### src/rtl/crossbar_mvm_engine_pkg.sv
// Shared definitions for the crossbar matrix-vector engine: FSM state
// encoding, default operand widths and index/accumulator width helpers.
package crossbar_pkg;

  typedef enum logic [1:0] {
    ST_IDLE = 2'd0,
    ST_ACC  = 2'd1,
    ST_OUT  = 2'd2
  } state_t;

  localparam int DEF_DW = 8;
  localparam int DEF_OW = 8;

  // Width of an index able to address n entries (at least one bit).
  function automatic int idx_width(input int n);
    return (n > 1) ? $clog2(n) : 1;
  endfunction

  // Accumulator width: a full product plus headroom for summing cols terms.
  function automatic int acc_width(input int dw, input int cols);
    return 2 * dw + $clog2(cols);
  endfunction

endpackage

### src/rtl/crossbar_mvm_engine_if.sv
// Bundle of the weight-write, vector-input and result handshakes of the
// crossbar engine. slave = engine side, master = host side.
interface crossbar_mvm_engine_if
  import crossbar_pkg::*;
#(
  parameter int ROWS = 8,
  parameter int COLS = 8,
  parameter int DW   = DEF_DW,
  parameter int OW   = DEF_OW
);
  localparam int RW = idx_width(ROWS);
  localparam int CW = idx_width(COLS);

  logic                 w_valid;
  logic                 w_ready;
  logic [RW-1:0]        w_row;
  logic [CW-1:0]        w_col;
  logic [DW-1:0]        w_data;
  logic                 w_err;
  logic                 x_valid;
  logic                 x_ready;
  logic [COLS*DW-1:0]   x;
  logic                 b_valid;
  logic                 b_ready;
  logic [ROWS*OW-1:0]   b;
  logic                 busy;

  modport slave (
    input  w_valid, w_row, w_col, w_data, x_valid, x, b_ready,
    output w_ready, w_err, x_ready, b_valid, b, busy
  );

  modport master (
    output w_valid, w_row, w_col, w_data, x_valid, x, b_ready,
    input  w_ready, w_err, x_ready, b_valid, b, busy
  );

endinterface

### src/rtl/crossbar_mvm_engine_mac_lane.sv
// One row of the crossbar: accumulates weight*x one column per cycle and
// converts the final sum to the output width (truncate or saturate).
module crossbar_mac_lane #(
  parameter int DW  = 8,
  parameter int OW  = 8,
  parameter int AW  = 19,
  parameter int SAT = 0
) (
  input  logic          clk,
  input  logic          rst,
  input  logic          clr,
  input  logic          acc_en,
  input  logic          load_out,
  input  logic [DW-1:0] w_val,
  input  logic [DW-1:0] x_val,
  output logic [OW-1:0] b_out
);
  logic [AW-1:0]   acc_reg;
  logic [AW-1:0]   acc_next;
  logic [2*DW-1:0] prod;
  logic [OW-1:0]   conv;
  logic [OW-1:0]   b_reg;

  assign prod     = w_val * x_val;
  assign acc_next = acc_reg + AW'(prod);

  // Conversion sees acc_next so the last column is included on the OUT entry edge.
  generate
    if (OW >= AW) begin : g_wide
      assign conv = OW'(acc_next);
    end else if (SAT != 0) begin : g_sat
      assign conv = (acc_next > AW'({OW{1'b1}})) ? {OW{1'b1}} : acc_next[OW-1:0];
    end else begin : g_trunc
      assign conv = acc_next[OW-1:0];
    end
  endgenerate

  // Accumulator: cleared on vector accept, summed during ACC.
  always_ff @(posedge clk) begin
    if (rst || clr) begin
      acc_reg <= '0;
    end else if (acc_en) begin
      acc_reg <= acc_next;
    end
  end

  // Output register: captured once when the last column is summed, then held.
  always_ff @(posedge clk) begin
    if (rst) begin
      b_reg <= '0;
    end else if (load_out) begin
      b_reg <= conv;
    end
  end

  assign b_out = b_reg;

endmodule

### src/rtl/crossbar_mvm_engine.sv
// Crossbar matrix-vector engine: weight store, vector latch, column counter
// and handshake FSM around ROWS parallel MAC lanes.
module crossbar_mvm_engine
  import crossbar_pkg::*;
#(
  parameter int ROWS = 8,
  parameter int COLS = 8,
  parameter int DW   = DEF_DW,
  parameter int OW   = DEF_OW,
  parameter int AW   = acc_width(DW, COLS),
  parameter int SAT  = 0
) (
  input logic clk,
  input logic rst,
  crossbar_mvm_engine_if.slave bus
);
  localparam int CW = idx_width(COLS);

  state_t             state_reg, state_next;
  logic [CW-1:0]      idx_reg;
  logic [COLS*DW-1:0] x_lat_reg;
  logic [DW-1:0]      w_mem [ROWS][COLS];
  logic               w_err_reg;
  logic               w_fire, x_fire, w_in_range, last_col;
  logic               lane_en, lane_load;
  logic [OW-1:0]      b_lane [ROWS];
  logic [ROWS*OW-1:0] b_pack;

  assign w_fire     = bus.w_valid && bus.w_ready;
  assign x_fire     = bus.x_valid && bus.x_ready;
  assign w_in_range = (int'(bus.w_row) < ROWS) && (int'(bus.w_col) < COLS);
  assign last_col   = (idx_reg == CW'(COLS - 1));
  assign lane_en    = (state_reg == ST_ACC);
  assign lane_load  = (state_reg == ST_ACC) && last_col;

  // State register.
  always_ff @(posedge clk) begin
    if (rst) state_reg <= ST_IDLE;
    else     state_reg <= state_next;
  end

  // Next state and handshake outputs.
  always_comb begin
    state_next  = state_reg;
    bus.w_ready = 1'b0;
    bus.x_ready = 1'b0;
    bus.b_valid = 1'b0;
    bus.busy    = 1'b0;
    case (state_reg)
      ST_IDLE: begin
        bus.w_ready = 1'b1;
        bus.x_ready = 1'b1;
        if (bus.x_valid) state_next = ST_ACC;
      end
      ST_ACC: begin
        bus.busy = 1'b1;
        if (last_col) state_next = ST_OUT;
      end
      ST_OUT: begin
        bus.busy    = 1'b1;
        bus.b_valid = 1'b1;
        if (bus.b_ready) state_next = ST_IDLE;
      end
      default: state_next = ST_IDLE;
    endcase
  end

  // Column counter and vector latch; x is only sampled at the accept edge.
  always_ff @(posedge clk) begin
    if (rst) begin
      idx_reg   <= '0;
      x_lat_reg <= '0;
    end else if (x_fire) begin
      idx_reg   <= '0;
      x_lat_reg <= bus.x;
    end else if (state_reg == ST_ACC) begin
      idx_reg <= last_col ? '0 : idx_reg + CW'(1);
    end
  end

  // Weight store: reset-cleared, written only in IDLE, out-of-range writes dropped.
  always_ff @(posedge clk) begin
    if (rst) begin
      for (int r = 0; r < ROWS; r++)
        for (int c = 0; c < COLS; c++)
          w_mem[r][c] <= '0;
    end else if (w_fire && w_in_range) begin
      w_mem[bus.w_row][bus.w_col] <= bus.w_data;
    end
  end

  // One-cycle error pulse for a consumed write with a bad index.
  always_ff @(posedge clk) begin
    if (rst) w_err_reg <= 1'b0;
    else     w_err_reg <= w_fire && !w_in_range;
  end

  assign bus.w_err = w_err_reg;

  generate
    for (genvar gi = 0; gi < ROWS; gi++) begin : g_lane
      crossbar_mac_lane #(
        .DW (DW),
        .OW (OW),
        .AW (AW),
        .SAT(SAT)
      ) u_lane (
        .clk     (clk),
        .rst     (rst),
        .clr     (x_fire),
        .acc_en  (lane_en),
        .load_out(lane_load),
        .w_val   (w_mem[gi][idx_reg]),
        .x_val   (x_lat_reg[idx_reg*DW +: DW]),
        .b_out   (b_lane[gi])
      );
    end
  endgenerate

  // Pack lane results into the flat result bus.
  always_comb begin
    b_pack = '0;
    for (int r = 0; r < ROWS; r++) b_pack[r*OW +: OW] = b_lane[r];
  end

  assign bus.b = b_pack;

endmodule

### src/flat_wrapper.sv
// flat-port wrapper written by rule: the top's interface ports become plain ports
module crossbar_mvm_engine_flat import crossbar_pkg::*;
#(
  parameter int ROWS = 8,
  parameter int COLS = 8,
  parameter int DW   = DEF_DW,
  parameter int OW   = DEF_OW,
  parameter int AW   = acc_width(DW, COLS),
  parameter int SAT  = 0
)
  (clk, rst, bus_w_valid, bus_w_row, bus_w_col, bus_w_data, bus_x_valid, bus_x, bus_b_ready, bus_w_ready, bus_w_err, bus_x_ready, bus_b_valid, bus_b, bus_busy);
  crossbar_mvm_engine_if #(.ROWS(ROWS), .COLS(COLS), .DW(DW), .OW(OW)) bus_i ();
  input logic clk;
  input logic rst;
  input wire logic [$bits(bus_i.w_valid)-1:0] bus_w_valid;
  input wire logic [$bits(bus_i.w_row)-1:0] bus_w_row;
  input wire logic [$bits(bus_i.w_col)-1:0] bus_w_col;
  input wire logic [$bits(bus_i.w_data)-1:0] bus_w_data;
  input wire logic [$bits(bus_i.x_valid)-1:0] bus_x_valid;
  input wire logic [$bits(bus_i.x)-1:0] bus_x;
  input wire logic [$bits(bus_i.b_ready)-1:0] bus_b_ready;
  output wire logic [$bits(bus_i.w_ready)-1:0] bus_w_ready;
  output wire logic [$bits(bus_i.w_err)-1:0] bus_w_err;
  output wire logic [$bits(bus_i.x_ready)-1:0] bus_x_ready;
  output wire logic [$bits(bus_i.b_valid)-1:0] bus_b_valid;
  output wire logic [$bits(bus_i.b)-1:0] bus_b;
  output wire logic [$bits(bus_i.busy)-1:0] bus_busy;
  assign bus_i.w_valid = bus_w_valid;
  assign bus_i.w_row = bus_w_row;
  assign bus_i.w_col = bus_w_col;
  assign bus_i.w_data = bus_w_data;
  assign bus_i.x_valid = bus_x_valid;
  assign bus_i.x = bus_x;
  assign bus_i.b_ready = bus_b_ready;
  assign bus_w_ready = bus_i.w_ready;
  assign bus_w_err = bus_i.w_err;
  assign bus_x_ready = bus_i.x_ready;
  assign bus_b_valid = bus_i.b_valid;
  assign bus_b = bus_i.b;
  assign bus_busy = bus_i.busy;
  crossbar_mvm_engine #(.ROWS(ROWS), .COLS(COLS), .DW(DW), .OW(OW), .AW(AW), .SAT(SAT)) u_core (.clk(clk), .rst(rst), .bus(bus_i));
endmodule
### config.mk
export PLATFORM = sky130hd
export DESIGN_NAME = crossbar_mvm_engine_flat
export DESIGN_NICKNAME = d
export VERILOG_FILES = /design/src/rtl/crossbar_mvm_engine_pkg.sv /design/src/rtl/crossbar_mvm_engine_if.sv /design/src/rtl/crossbar_mvm_engine_mac_lane.sv /design/src/rtl/crossbar_mvm_engine.sv /design/src/flat_wrapper.sv
export SDC_FILE = /design/constraint.sdc
export NUM_CORES = 2
export LEC_CHECK = 0
export ABC_AREA = 1
export ABC_CLOCK_PERIOD_IN_PS = 7000
export CORE_MARGIN = 1
export CORE_UTILIZATION = 40
export DETAILED_ROUTE_END_ITERATION = 10
export SLEW_MARGIN = 20
export SYNTH_ARGS = -nofsm -noshare
export SYNTH_HDL_FRONTEND = slang
export SYNTH_SLANG_ARGS = --single-unit
export TNS_END_PERCENT = 20
### constraint.sdc
create_clock -name clk -period 7 [get_ports clk]
set_clock_uncertainty 0.2 [all_clocks]
set_input_delay 1.4 -clock clk [delete_from_list [all_inputs] [get_ports clk]]
set_output_delay 1.4 -clock clk [all_outputs]
set_load 0.005 [all_outputs]
## After elaboration in Yosys (flattened, before gate mapping)

Memories as Yosys holds them, arrays and structs flattened.
Cells that the tools add are included.

| word-level totals | value |
|---|---|
| bits of input ports | 83 |
| bits in latches | 0 |
| word-level logic and storage cells | 101 |
| RAM bits | 512 |
| memories | 1 |
| bits in registers | 285 |
| output and inout bits | 69 |
| ROM bits | 0 |

| cells by class | value |
|---|---|
| multiplexer cells | 42 |
| shift-type cells | 1 |
| bitwise logic cells | 2 |
| add/subtract/negate cells | 9 |
| $mul | 8 |
| reductions and logical operators | 10 |
| div/mod/pow operators | 0 |
| equality and inequality tests | 6 |
| $lt $le $gt $ge | 3 |

Memory list:

| memory | depth | bits a word | rd ports | clocked after memory_dff | write ports | RTL line | RTL |
|---|---|---|---|---|---|---|---|
| u_core.w_mem | 8 | 64 | 8 | 0 | 8 | crossbar_mvm_engine.sv:22 | `logic [DW-1:0] w_mem [ROWS][COLS];` |

Operators with widths:

| kind | number |
|---|---|
| 8-bit binary-select mux with 3-bit select | 8 |
| 64-bit 2-to-1 mux | 3 |
| 19-bit by 16-bit adder with 19-bit output | 8 |
| 8-bit 2-to-1 mux | 17 |
| 8-bit by 8-bit multiplier with 16-bit output | 8 |
| 64-bit OR reduction | 1 |
| 64-bit by 7-bit variable part select with 8-bit output | 1 |
| 8-bit demux with 3-bit select | 1 |
| 4-bit >= comparator (second input constant) | 2 |
| 3-bit inverter with 4-bit output | 2 |
| 1-bit 2-to-1 mux | 7 |
| 2-bit 2-to-1 mux | 3 |
| 3-bit 2-to-1 mux | 2 |
| 2-bit case mux with 3 select lines | 1 |
| 1-bit logical AND | 4 |
| 4-bit by 1-bit < comparator with 1-bit output (second input constant) | 1 |
| 2-bit != test (second input constant) | 2 |
| 2-bit OR reduction | 2 |
| 3-bit by 1-bit adder with 3-bit output (second input constant) | 1 |
| 3-bit == test (second input constant) | 1 |
| 3-bit AND reduction | 1 |
| 2-bit by 1-bit == test with 1-bit output (second input constant) | 1 |
| 2-bit == test (second input constant) | 1 |
| 2-bit logical NOT | 1 |
| other kinds (2) | 2 |

## Longest topological paths before layout

| logic depth | value |
|---|---|
| depth in word-level cells | 8 |
| mapped depth | 40 |
| mapped depth without buffers | 36 |

## Hierarchy

Synthesis repeated with hierarchy kept, for this count alone.

| unflattened totals | value |
|---|---|
| cells, all modules | 5,532 |
| area total of the unflattened synthesis | 42,862.4 sq um |

Modules (own cells, without submodules):

| module | cells an instance | sequential area each (sq um) | area an instance (sq um) | instances |
|---|---|---|---|---|
| crossbar_mvm_engine | 3,426 | 16,756.1 | 28,366.0 | 1 |
| crossbar_mac_lane at u_core.g_lane[0].u_lane ... | 264 | 320.3 | 1,813.0 | 6 |
| crossbar_mac_lane at u_core.g_lane[2].u_lane | 270 | 320.3 | 1,849.3 | 1 |
| crossbar_mac_lane at u_core.g_lane[6].u_lane | 252 | 320.3 | 1,769.2 | 1 |

## Worst setup path before layout

No wires, ideal clock.

| timing | value |
|---|---|
| path kind | register -> register |
| start point | register u_core.idx_reg[0] |
| end point | register u_core.g_lane[3].u_lane.acc_reg[7] |
| stages on the path, launching flop included | 35 |
| data arrival time | 5.137 ns |
| clock period less this slack | 5.446 ns |
| data required time | 6.691 ns |
| path slack | 1.554 ns |
| path buffers | 4 |
| library setup time | 0.109 ns |
| cell sequence | dfxtp_1 > buf_6 > inv_6 > buf_6 > nand2_1 > nand3_1 > nand2_1 > nand2_1 > nand2_1 > buf_2 > buf_1 > nand2_1 > fa_1 > fa_1 > inv_1 > fa_1 > inv_1 > fa_1 > inv_1 > ha_1 > a21oi_1 > nand2_1 > or2_2 > nand2_1 > nand3_1 > nand2_1 > nand3_1 > nand2_1 > nand2_1 > nand2_1 > inv_1 > nand2_1 > nand3_1 > nand2_1 > inv_1 |

| between the ends | value |
|---|---|
| cells in the longest elaborated chain, start to end | 6 |
| elaborated cells on any way between the ends | 7 |
| classes of those cells | add/sub (1); mul (1); shift (1); mux (3); bitwise (1) |

RTL lines:

| item | RTL line | RTL |
|---|---|---|
| from (decl) | crossbar_mvm_engine.sv:20 | `logic [CW-1:0] idx_reg;` |
| from (signal assigned) | crossbar_mvm_engine.sv:77 | `idx_reg <= last_col ? '0 : idx_reg + CW'(1);` |
| parallel branches: the longest is 4 deep, another holds 64-bit by 7-bit variable part select with 8-bit output | n/a |  |
| 8-bit by 8-bit multiplier with 16-bit output (*) | crossbar_mvm_engine_mac_lane.sv:24 | `assign prod = w_val * x_val;` |
| 19-bit by 16-bit adder with 19-bit output (*) | crossbar_mvm_engine_mac_lane.sv:25 | `assign acc_next = acc_reg + AW'(prod);` |
| to (signal assigned) | crossbar_mvm_engine_mac_lane.sv:43 | `acc_reg <= acc_next;` |
| to (decl) | crossbar_mvm_engine_mac_lane.sv:18 | `logic [AW-1:0] acc_reg;` |

Every way passes the cells marked *. The select of a mux whose other input is x is not followed.
A chain may end at the register's enable or synchronous reset.

## Worst setup path after layout

| timing | value |
|---|---|
| start point | register u_core.idx_reg[1] |
| end point | register u_core.g_lane[2].u_lane.b_reg[7] |

| between the ends | value |
|---|---|
| cells in the longest elaborated chain, start to end | 6 |
| elaborated cells on any way between the ends | 9 |
| classes of those cells | add/sub (1); mul (1); eq/ne (1); shift (1); mux (3); bitwise (1); reduce/logical (1) |

RTL lines:

| item | RTL line | RTL |
|---|---|---|
| parallel branches: the longest is 6 deep, another holds 19-bit by 16-bit adder with 19-bit output | n/a |  |
| to (signal assigned) | crossbar_mvm_engine_mac_lane.sv:52 | `b_reg <= conv;` |
| to (decl) | crossbar_mvm_engine_mac_lane.sv:22 | `logic [OW-1:0] b_reg;` |

Several ways; the timed one is not identified. The select of a mux whose other input is x is not followed.

==> impl_metrics.toml <==
[outcome]
status = "complete, no violations"

[timing]
slew_violations = 0
fin_crit_ps = 6110
timing.slew.headroom = 0.259
finalSetupViolCount = 0
worstMarginPinSlew_ps = 1110
setup_slack_ps = 891
rsz0062_at_grt = "false"
max_freq_ghz = 0.164
finalCritPeriodShare = 0.873
fin_tns_setup_ps = 0
hold_violations = 0

[routing]
drt_iter0_markers = 3045
wl_um = 118000
viasPerCell = 4.97
routed-via-count = 33000
post-route-drc-count = 0
wl_per_cell_um = 17.8
antenna_left = 0
drt-pass1-iter-count = 6

[grt]
track_usage = 0.228
grt_pass1_wl_um = 182000
grt_max_degree = 125
grt_pass1_vias = 31000
antenna_found_initial = 0
overflow = 0

[setup_path]
cp-start-kind = "flop"
worstSetupPathType = "reg -> reg"
setup.worst_path.start = "u_core.idx_reg[1]"
r2r_end = "u_core.g_lane[2].u_lane.b_out[7]"
crit_required_ps = 7360
crit_arrival_ps = 6460
endpoint_kind = "flop"
cpPeakStageDelay_ps = 540
cp-endpoint = "u_core.g_lane[2].u_lane.b_out[7]"
slowest_stage = "fa_1"
cpLargestDelayFamily = "adder cells"
cp.depth = 33
cp_num_buf_inv = 9
rrSetupSlack_ps = 890
worstPathMaxFanout = 35
regToRegStartpoint = "u_core.idx_reg[1]"
r2r_cells = 33
cpMostUsedCell = "nand2_1"

[synth]
yosysTopAreaCell = "edfxtp_1"
ys_seq_elements = 709
post_synth_main_area_contributors = "edfxtp_1, nand2_1, dfxtp_1"
synth_nets = 5544
syn_area_sq_um = 41200
ys_warn_count = 0
synth_top_area_frac = 0.373
syn_inst = 5176
synth.avg_cell_area_sq_um = 7.97
ys_seq_area_frac = 0.469
synth_cell_types = 34

[die]
design.die.area_sq_um = 104000
core-area_sq_um = 102000
die_w_um = 323
initial_utilization = 0.404
rows = 117
die_y_um = 323
ios = 152

[clocking]
cts.clk_slew.worst_paths_ps = 60
clock-sinks = 709
numCtsBuffers = 78
cts_hold_buf = 0
clk_latency_ps = 650
cts_setup_buffers = 0
cts-root-buf = "clkbuf_16"
htree_levels = 3
cts_buffer_depth = 3
post_cts_resized = 0
cts_tree = "done"

[cells_and_area]
syn2layout_area_growth_pct = 12.5
fin_area_sq_um = 46400
diodes = 0
regMostFlops = "u_core.w_mem"
largest_reg_flops = 512
nets = 5575
finalNonFillerCells = 6638
layout-drive-gt1-share = 0.0438

[pwr]
ir_drop_mv = 0.168
p_total_mw = 15.2
powerDensity_nw_per_um2 = 328
power_leakage_nw = 21.5

[job]
maxCapViolations = 0

[place]
gp_congestion = 0.878
place_ws_ps = 936
place_area_sq_um = 43900
post-dp-hpwl_um = 78700
dp_cells = 6495
port-buffer-count = 150

[min_path]
hp-class = "reg -> reg"
[cell usage after synthesis]
library cell	number
nand2_1	1533
nor2_1	925
inv_1	693
edfxtp_1	512
nand3_1	260
dfxtp_1	197
o21ai_0	194
fa_1	144
a21oi_1	143
ha_1	141
clkbuf_1	125
buf_2	77
o21ai_1	40
buf_4	29
xor2_1	28
nand3b_1	25
buf_1	19
xnor2_1	19
buf_6	16
inv_2	13
nor3_1	8
nand2_2	6
o211ai_1	6
o22ai_1	6
or2_2	3
a211oi_1	2
a21o_1	2
a31oi_1	2
o21a_1	2
o21ai_2	2
conb_1	1
inv_6	1
nand4_1	1
nor2_2	1
[where the power goes]
group          total (mW)  internal (mW)  leakage (nW)  switching (mW)
Sequential           4.87           4.77          6.89           0.107
Clock                4.18           2.39          1.25            1.79
Combinational        6.19           1.99          13.4            4.19
Total                15.2           9.15          21.5            6.09
[final cells by class]
cell class / count / area, sq um
multi-input cells: 3494 / 18000
flip-flops and latches: 709 / 19300
repair buffers: 217 / 2150
clock buffers: 106 / 2150
inverters: 707 / 2670
well taps: 1368 / 1710
fillers: 10000 / 55600
clock inverters: 37 / 403
[through the flow]
stage                     utilization  hold WS, ps
after floorplan                     -          229
after global placement          0.430          241
after detailed placement        0.430          245
after CTS                       0.455          255
after global routing            0.455          265
final                           0.455          254
[worst min-delay path, cell delays in order, from the launching register on]
cell and delay (ps):
dfxtp_1 300, inv_1 60, a21oi_1 50
[logic make-up (layout without fill, tap and decap cells)]
kind of cell | Yosys count | in the layout | share of synthesized area
simple gates | 2762 | 2762 | 0.263
buf+inv | 973 | 1067 | 0.0966
flops | 709 | 709 | 0.469
fa+ha+maj | 285 | 285 | 0.113
compound gates | 399 | 399 | 0.0496
xor+xnor | 47 | 47 | 0.00998
other cells | 1 | 1 | 0.0000909
[worst min-delay path by stage]
stage                               startpoint                    to  slack [ps]  depth (start not counted)
final                     u_core.x_lat_reg[34]  u_core.x_lat_reg[34]         250                          2
after global routing      u_core.x_lat_reg[15]  u_core.x_lat_reg[15]         270                          2
after CTS                 u_core.x_lat_reg[45]  u_core.x_lat_reg[45]         260                          2
after detailed placement  u_core.x_lat_reg[45]  u_core.x_lat_reg[45]         250                          2
after global placement    u_core.x_lat_reg[45]  u_core.x_lat_reg[45]         240                          2
after floorplan           u_core.x_lat_reg[10]  u_core.x_lat_reg[10]         230                          2
[routing by layer]
| metal | global-route usage | vias to the layer above | wire length [um] |
|---|---|---|---|
| met4 | 0.0664 | 0 | 3030 |
| met3 | 0.0330 | 151 | 8410 |
| li1 | - | 16100 | - |
| met1 | 0.324 | 15700 | 54000 |
| met5 | 0 | - | 0 |
| met2 | 0.359 | 1036 | 52800 |
[cell usage in the layout, fill, tap and decap left out, types with 40 or more instances in the layout]
master,netlist,routed
clkbuf_16,0,79
clkdlybuf4s50_1,0,150
nor2_1,925,918
fa_1,144,144
inv_1,693,689
edfxtp_1,512,512
o21ai_1,40,40
nand3_1,260,260
o21ai_0,194,194
nand2_1,1533,1531
dfxtp_1,197,194
buf_4,29,55
a21oi_1,143,143
ha_1,141,140
(Power assumes the default switching activity.)
